File: config.mk
export PLATFORM = sky130hd
export DESIGN_NAME = speck_ti_share_loader
export DESIGN_NICKNAME = d
export VERILOG_FILES = /design/src/rtl/speck_ti_pkg.sv /design/src/rtl/ti_bit_masker.sv /design/src/rtl/speck_ti_share_loader.sv
export SDC_FILE = /design/constraint.sdc
export NUM_CORES = 1
export LEC_CHECK = 0
export BUFFER_PORTS_ARGS = -buffer_cell sky130_fd_sc_hd__buf_2
export CAP_MARGIN = 20
export CORE_ASPECT_RATIO = 0.5
export CORE_UTILIZATION = 57
export CTS_CLUSTER_SIZE = 30
export DETAILED_ROUTE_END_ITERATION = 6
export GPL_TIMING_DRIVEN = 0
export PLACE_DENSITY_LB_ADDON = 0.2
export SLEW_MARGIN = 10
export SYNTH_ARGS = -nofsm -noshare
export SYNTH_HDL_FRONTEND = slang
export SYNTH_SLANG_ARGS = --single-unit
File: constraint.sdc
create_clock -name clk -period 3 [get_ports clk]
set_clock_uncertainty 0.05 [all_clocks]
set_input_delay 0.6 -clock clk [delete_from_list [all_inputs] [get_ports clk]]
set_output_delay 0.6 -clock clk [all_outputs]
set_load 0.05 [all_outputs]
File: src/rtl/speck_ti_pkg.sv
// Shared constants for the 3-share Speck128/128 serial loader.
// State encodings, word geometry and carry-init reset shares live here.
package speck_ti_pkg;

  localparam int unsigned WIDTH = 128;
  localparam int unsigned CNT_W = 7;

  localparam logic [1:0] ST_IDLE  = 2'd0;
  localparam logic [1:0] ST_SHIFT = 2'd1;
  localparam logic [1:0] ST_RUN   = 2'd2;

  localparam logic CARRY_RST_A = 1'b1;
  localparam logic CARRY_RST_B = 1'b0;
  localparam logic CARRY_RST_C = 1'b1;

  // Share a completes the XOR so that a ^ b ^ c == value with b = r0, c = r1.
  function automatic logic ti_share_a(input logic value, input logic r0, input logic r1);
    return value ^ r0 ^ r1;
  endfunction

endpackage

File: src/rtl/ti_bit_masker.sv
// Splits one bit into three registered Boolean shares (a, b, c) with a^b^c == bit.
// Each share has its own flop so no recombination glitch reaches the core.
module ti_bit_masker
  import speck_ti_pkg::*;
#(
  parameter logic RST_A = 1'b0,
  parameter logic RST_B = 1'b0,
  parameter logic RST_C = 1'b0
) (
  input  logic clk,
  input  logic rst,
  input  logic i_en,
  input  logic i_bit,
  input  logic i_r0,
  input  logic i_r1,
  output logic o_a,
  output logic o_b,
  output logic o_c
);

  logic r_a;
  logic r_b;
  logic r_c;

  always_ff @(posedge clk) begin
    if (rst) begin
      r_a <= RST_A;
      r_b <= RST_B;
      r_c <= RST_C;
    end else if (i_en) begin
      r_a <= ti_share_a(i_bit, i_r0, i_r1);
      r_b <= i_r0;
      r_c <= i_r1;
    end
  end

  assign o_a = r_a;
  assign o_b = r_b;
  assign o_c = r_c;

endmodule

File: src/rtl/speck_ti_share_loader.sv
// Serial 3-share feeder for the bit-serial Speck128/128 core: accepts pt/key,
// shifts masked shares LSB-first under we, then holds Start until core_done.
module speck_ti_share_loader
  import speck_ti_pkg::*;
#(
  parameter int unsigned WIDTH   = speck_ti_pkg::WIDTH,
  parameter int unsigned CNT_W   = speck_ti_pkg::CNT_W,
  parameter int unsigned MASK_EN = 1
) (
  input  logic             clk,
  input  logic             rst,
  input  logic [WIDTH-1:0] pt,
  input  logic [WIDTH-1:0] key,
  input  logic             load_valid,
  output logic             load_ready,
  input  logic [5:0]       rnd,
  input  logic             core_done,
  output logic             data_ina,
  output logic             data_inb,
  output logic             data_inc,
  output logic             k_data_ina,
  output logic             k_data_inb,
  output logic             k_data_inc,
  output logic             carry_init_a,
  output logic             carry_init_b,
  output logic             carry_init_c,
  output logic             we,
  output logic             Start,
  output logic             busy
);

  localparam logic L_MASK = (MASK_EN != 0);

  logic [1:0]       r_state;
  logic [CNT_W-1:0] r_cnt;
  logic [WIDTH-1:0] r_pt_sr;
  logic [WIDTH-1:0] r_key_sr;
  logic             r_we;
  logic             r_start;
  logic             r_busy;
  logic             r_ready;

  logic w_shift;
  logic w_accept;
  logic w_d_bit, w_d_r0, w_d_r1;
  logic w_k_bit, w_k_r0, w_k_r1;
  logic w_c_r0, w_c_r1;

  assign w_shift  = (r_state == ST_SHIFT);
  assign w_accept = (r_state == ST_IDLE) & load_valid;

  // Outside SHIFT every input to the data/key maskers is forced low, so the
  // share outputs settle to 0 on the first RUN cycle.
  assign w_d_bit = w_shift & r_pt_sr[0];
  assign w_d_r0  = w_shift & L_MASK & rnd[0];
  assign w_d_r1  = w_shift & L_MASK & rnd[1];
  assign w_k_bit = w_shift & r_key_sr[0];
  assign w_k_r0  = w_shift & L_MASK & rnd[2];
  assign w_k_r1  = w_shift & L_MASK & rnd[3];

  // Carry shares encode 0: with r = rnd[4], s = rnd[5] the masker yields
  // a = r, b = s, c = r ^ s; unmasked it yields 1/0/1.
  assign w_c_r0 = L_MASK ? rnd[5] : 1'b0;
  assign w_c_r1 = L_MASK ? (rnd[4] ^ rnd[5]) : 1'b1;

  always_ff @(posedge clk) begin
    if (rst) begin
      r_state  <= ST_IDLE;
      r_cnt    <= '0;
      r_pt_sr  <= '0;
      r_key_sr <= '0;
      r_we     <= 1'b0;
      r_start  <= 1'b0;
      r_busy   <= 1'b0;
      r_ready  <= 1'b1;
    end else begin
      case (r_state)
        ST_IDLE: begin
          r_we    <= 1'b0;
          r_start <= 1'b0;
          if (load_valid) begin
            r_pt_sr  <= pt;
            r_key_sr <= key;
            r_cnt    <= '0;
            r_busy   <= 1'b1;
            r_ready  <= 1'b0;
            r_state  <= ST_SHIFT;
          end
        end
        ST_SHIFT: begin
          r_we     <= 1'b1;
          r_pt_sr  <= r_pt_sr >> 1;
          r_key_sr <= r_key_sr >> 1;
          r_cnt    <= r_cnt + 1'b1;
          if (r_cnt == CNT_W'(WIDTH - 1)) r_state <= ST_RUN;
        end
        ST_RUN: begin
          r_we <= 1'b0;
          // core_done only counts once Start is visible to the core.
          if (r_start && core_done) begin
            r_start <= 1'b0;
            r_busy  <= 1'b0;
            r_ready <= 1'b1;
            r_state <= ST_IDLE;
          end else begin
            r_start <= 1'b1;
          end
        end
        default: r_state <= ST_IDLE;
      endcase
    end
  end

  ti_bit_masker #(.RST_A(1'b0), .RST_B(1'b0), .RST_C(1'b0)) u_data_mask (
    .clk  (clk),
    .rst  (rst),
    .i_en (1'b1),
    .i_bit(w_d_bit),
    .i_r0 (w_d_r0),
    .i_r1 (w_d_r1),
    .o_a  (data_ina),
    .o_b  (data_inb),
    .o_c  (data_inc)
  );

  ti_bit_masker #(.RST_A(1'b0), .RST_B(1'b0), .RST_C(1'b0)) u_key_mask (
    .clk  (clk),
    .rst  (rst),
    .i_en (1'b1),
    .i_bit(w_k_bit),
    .i_r0 (w_k_r0),
    .i_r1 (w_k_r1),
    .o_a  (k_data_ina),
    .o_b  (k_data_inb),
    .o_c  (k_data_inc)
  );

  ti_bit_masker #(.RST_A(CARRY_RST_A), .RST_B(CARRY_RST_B), .RST_C(CARRY_RST_C)) u_carry_mask (
    .clk  (clk),
    .rst  (rst),
    .i_en (w_accept),
    .i_bit(1'b0),
    .i_r0 (w_c_r0),
    .i_r1 (w_c_r1),
    .o_a  (carry_init_a),
    .o_b  (carry_init_b),
    .o_c  (carry_init_c)
  );

  assign we         = r_we;
  assign Start      = r_start;
  assign busy       = r_busy;
  assign load_ready = r_ready;

endmodule

# Yosys cells after proc, flatten, opt, wreduce, memory -nomap -nowiden
# Cells that the tools add are included.
[totals]
ff_bits = 278
inputBits = 266
output_inout_bits = 13
[classes]
addsub = 1
eq_ne = 6
mux = 19
bitwise_logic = 13
n_reduce_logical = 9
[op_table]
columns = ["operator", "count"]
rows = [
  ["128-bit case mux with 2 select lines", 2],
  ["128-bit 2-to-1 mux", 2],
  ["7-bit case mux with 2 select lines", 1],
  ["1-bit case mux with 2 select lines", 4],
  ["7-bit by 1-bit adder with 7-bit output, second input constant", 1],
  ["1-bit bitwise AND", 7],
  ["7-bit == test, second input constant", 1],
  ["7-bit 2-to-1 mux", 1],
  ["2-bit 2-to-1 mux", 3],
  ["2-bit case mux with 3 select lines", 1],
  ["3-bit AND reduction", 2],
  ["2-bit nonzero test", 3],
  ["1-bit XOR", 6],
  ["1-bit 2-to-1 mux", 5],
  ["2-bit inequality test, second input constant", 2],
  ["2-bit by 1-bit == test with 1-bit output, second input constant", 1],
  ["2-bit == test, second input constant", 1],
  ["2-bit logical NOT", 1],
  ["2-bit by 1-bit inequality test with 1-bit output, second input constant", 1],
  ["2-bit AND reduction", 1],
  ["2-bit OR reduction", 1],
  ["1-bit logical AND", 1],
]

# Logic depth before layout (Yosys ltp)
[logic_depth]
word_depth = 4
depth_mapped = 7

# By module
# A second synthesis with hierarchy kept.
[unflattened]
hier_cells = 1278
hier_area_um2 = 12067.8
[by_module_without_submodules]
columns = ["mod", "instances", "cells_per_inst", "area_each_um2"]
rows = [
  ["speck_ti_share_loader", 1, 1248, 11688.7],
  ["ti_bit_masker at u_data_mask ...", 2, 10, 125.1],
  ["ti_bit_masker at u_carry_mask", 1, 10, 128.9],
]

# Least setup slack after synthesis
# No wires, ideal clock.
[synth_path]
path_kind = "input to register"
startpoint = "input port load_valid"
endpoint = "register u_carry_mask.r_c, in the netlist u_carry_mask.o_c"
setup_time_ns = 0.120
arrival_ns = 1.492
required_time_ns = 2.830
slack_ns = 1.338
stages = 4
path_buffers = 2
cell_sequence = "or3b_4 > buf_6 > buf_6 > a211o_1"
[synth_via]
elab_chain_len = 1
[synth_rtl]
columns = ["element", "line_no", "source"]
rows = [
  ["start: declaration", "speck_ti_share_loader.sv:14", "input logic load_valid,"],
  ["1-bit bitwise AND", "speck_ti_share_loader.sv:50", "assign w_accept = (r_state == ST_IDLE) & load_valid;"],
  ["end signal: assignment", "ti_bit_masker.sv:33", "r_c <= i_r1;"],
  ["end: declaration", "ti_bit_masker.sv:23", "logic r_c;"],
]
# No other way between the ends.
# A chain may end at the register's enable or synchronous reset.

# Worst setup path after layout
[layout_path]
startpoint = "register r_start, in the netlist Start"
endpoint = "output port Start"
[layout_rtl]
columns = ["element", "line_no", "source"]
rows = [
  ["start: declaration", "speck_ti_share_loader.sv:39", "logic r_start;"],
  ["start signal: assignment", "speck_ti_share_loader.sv:73", "r_start <= 1'b0;"],
  ["start signal: assignment", "speck_ti_share_loader.sv:80", "r_start <= 1'b0;"],
  ["start signal: assignment", "speck_ti_share_loader.sv:101", "r_start <= 1'b0;"],
  ["end: declaration", "speck_ti_share_loader.sv:28", "output logic Start,"],
]
# No word-level cell between the ends.

==> reports/metrics.cfg <==
[outcome]
status = complete, no violations

[logic_synthesis]
synth-main-ff-cell = dfxtp_1
synthMuxAreaShare = 0.00197
synth_nets = 1541
synth.cell_area_mm2 = 0.0108
synth_top_family_by_area = compound AO/OA/AOI/OAI gates
yosysWarnings = 0
async_flop_share = 0
synth_xor_area_frac = 0.00406
synth_seq_cells = 278
synth_edf_count = 0
synthAdderAreaFrac = 0.00116
syn_avg_cell_area_um2 = 8.48
yosysSeqAreaShare = 0.515
synth_cell_types = 37
synth_compound_area_frac = 0.265
postSynthCellCount = 1274
synth-simple-area-share = 0.159

[worst_setup_path]
cp-end-kind = output port
cp_slowest_stage_delay_ns = 0.37
crit_slowest_cell = dfxtp_1
worst_ep_arrival_time_ns = 1.17
crit_fanout = 4
worst-setup-path-type = flop to output port
r2r_slack_ns = 1.21
r2r_cells = 7
worst_setup_path_start_kind = flop
cp_top_family = flip-flops
path_buf_inv = 1
cp.depth = 1
crit_chain = buf_2
worstPathRequired_ns = 2.35
r2r-start = r_state[1]$_SDFFE_PP0P_
regToRegEndpoint = r_pt_sr[46]$_SDFFE_PP0P_

[timing]
period_minus_slack_ns = 1.82
tightestPinTransition_ns = 0.640
fmax_mhz = 548
rsz0062_at_grt = no
drv_slew = 0
fin_tns_setup_ns = 0
hold_viol = 0
relSlewSlack = 0.573
post-route-period-util = 0.608
setup_viol = 0

[routing]
drc = 0
route.vias.total = 10497
drtAntennaViolNets = 0
routedWlPerCell_um = 15.7
drt-total-wl_mm = 29.2
via_per_inst = 5.65
dr.pass1.iters = 5
drt_iter0_drc = 701

[min_path]
hold_start = rnd[0]
hp-class = input pin to flop
min_to = u_data_mask.o_b$_SDFF_PP0_
holdPathStages = 2

[job]
cap_viol_max_count = 0

[clocking]
htree_levels = 1
cts_resized = 0
clk_latency_ns = 0.51
cts-root-buf = clkbuf_16
cts_tree = done
clk_pin_slew_ns = 0.07
cts_max_path_buffers = 3
cts_inserted_buffers = 24
hold_buffers = 0
postCtsSetupRepairBufs = 0
cts.sinks = 278

[placement]
io_buffers = 277
dpl_cell_area_mm2 = 0.0125
hpwl_mm = 21.0
gp_congestion = 0.811

[grt]
grt_start_max_net_pins = 16
antenna_found_initial = 6
grt_pass1_vias = 9989
grt_pass1_wl_mm = 46.3
grt_usage = 0.287
grt_overflow = 0

[floorplan]
die_x_um = 197
start_util = 0.584
pin_count = 279
coreArea_mm2 = 0.0185
dieArea_mm2 = 0.0195
rows = 35
die_h_um = 99.3

[power]
power.total_w = 0.00823
p_leak_nw = 5.42
power.density_mw_per_mm2 = 617
combinationalPowerShare = 0.120
p_sw_frac = 0.247
p_int_w = 0.00620
power.share.sequential = 0.493
p_sw_w = 0.00203
ir_worst_vdd_mv = 0.392
clock_power_share = 0.387

[cells_and_area]
layout-drive-gt1-share = 0.247
num-fill-cells = 1487
final_nets = 1844
syn_to_final_growth_pct = 23.4
final_util = 0.721
final_area_mm2 = 0.0133

worst reg2reg max path, cell delays in order (launching register included):
cell	delay, ns
dfxtp_1	0.31
buf_6	0.13
nor2b_1	0.09
buf_2	0.24
buf_2	0.32
buf_2	0.28
a22oi_1	0.14
a21oi_1	0.16
layout make-up:
class / count / area [um2] / share of cell area
flip-flops and latches: 278 / 5570 / 0.418
multi-input cells: 876 / 4650 / 0.349
repair buffers: 277 / 1390 / 0.104
clock buffers: 35 / 693 / 0.0520
plain buffers: 120 / 581 / 0.0436
well taps: 259 / 324 / 0.0243
clock inverters: 7 / 110 / 0.00826
diodes: 5 / 12.5 / 0.000939
cell families (layout without fill, tap and decap cells):
| kind of cell | Yosys count | in the layout |
|---|---|---|
| compound gates | 456 | 456 |
| xor+xnor | 5 | 5 |
| fa+ha+maj | 1 | 1 |
| buf+inv | 120 | 439 |
| flops | 278 | 278 |
| mux | 2 | 2 |
| other cells | 0 | 5 |
| simple gates | 412 | 412 |
power by group through the flow:
stage | Sequential (W) | Clock [W] | Combinational (W)
after floorplan | 0.00413 | 0 | 0.000595
after global placement | 0.00412 | 0 | 0.000935
after detailed placement | 0.00413 | 0 | 0.000977
after CTS | 0.00405 | 0.00323 | 0.000984
after global routing | 0.00408 | 0.00339 | 0.00110
final | 0.00405 | 0.00319 | 0.000986
registers in the layout, summed over array words and instances (netlist names):
register and flops:
busy 1, u_carry_mask.o_a 1, r_state 2, u_carry_mask.o_b 1
we 1, u_data_mask.o_c 1, u_data_mask.o_a 1, u_key_mask.o_c 1
u_key_mask.o_a 1, u_data_mask.o_b 1, u_carry_mask.o_c 1, Start 1
r_cnt 7, load_ready 1, u_key_mask.o_b 1, r_pt_sr 128
r_key_sr 128
per-stage QoR:
step | setup slack, ns | cells | hold WS (ns)
final | 1.18 | 1857 | 0.264
after global routing | 1.03 | 1855 | 0.244
after CTS | 1.16 | 1852 | 0.250
after detailed placement | 0.805 | 1810 | 0.388
after global placement | 0.874 | 1810 | 0.381
after floorplan | 1.34 | 1274 | 0.387
synth_stat cells (all sizes together) (2+ instances only):
cell    count  area (um2)
buf        75         408
nor4       37         231
o211ai      2        15.0
and3        2        12.5
and2        4        25.0
a31oi       2        12.5
nand3       6        30.0
nor2b       3        18.8
a21oi     227        1140
a211oi      2        15.0
nand2     232         871
dfxtp     278        5570
a22oi     217        1630
xnor2       3        26.3
nor3b       3        33.8
xor2        2        17.5
nor2      116         435
nor3        4        20.0
clkbuf     45         173
layout by cell type (no fill, tap or decap), types with 6 or more instances in the layout:
| cell type | count |
|---|---|
| dfxtp_1 | 278 |
| clkbuf_16 | 25 |
| a21oi_1 | 227 |
| nand3_1 | 6 |
| a22oi_1 | 217 |
| nor2_1 | 116 |
| nand2_1 | 232 |
| buf_2 | 345 |
| clkbuf_1 | 51 |
| nor4_1 | 37 |
worst max-delay path by stage:
stage | from | end | slack [ns]
floorplan | load_valid | u_carry_mask.o_c$_SDFFE_PP1P_ | 1.34
global placement | rst | r_key_sr[83]$_SDFFE_PP0P_ | 0.87
detailed placement | rst | r_pt_sr[122]$_SDFFE_PP0P_ | 0.80
CTS | Start$_SDFFE_PP0N_ | Start | 1.16
global route | r_state[1]$_SDFFE_PP0P_ | r_cnt[6]$_SDFFE_PP0P_ | 1.03
finish | Start$_SDFFE_PP0N_ | Start | 1.18
metal layers:
layer,global-route usage,wire length [um]
met5,0,16
met4,0.0853,658
met3,0.0610,2040
met2,0.510,14100
met1,0.352,12400
Note: power is estimated with default switching activity, not from simulation.
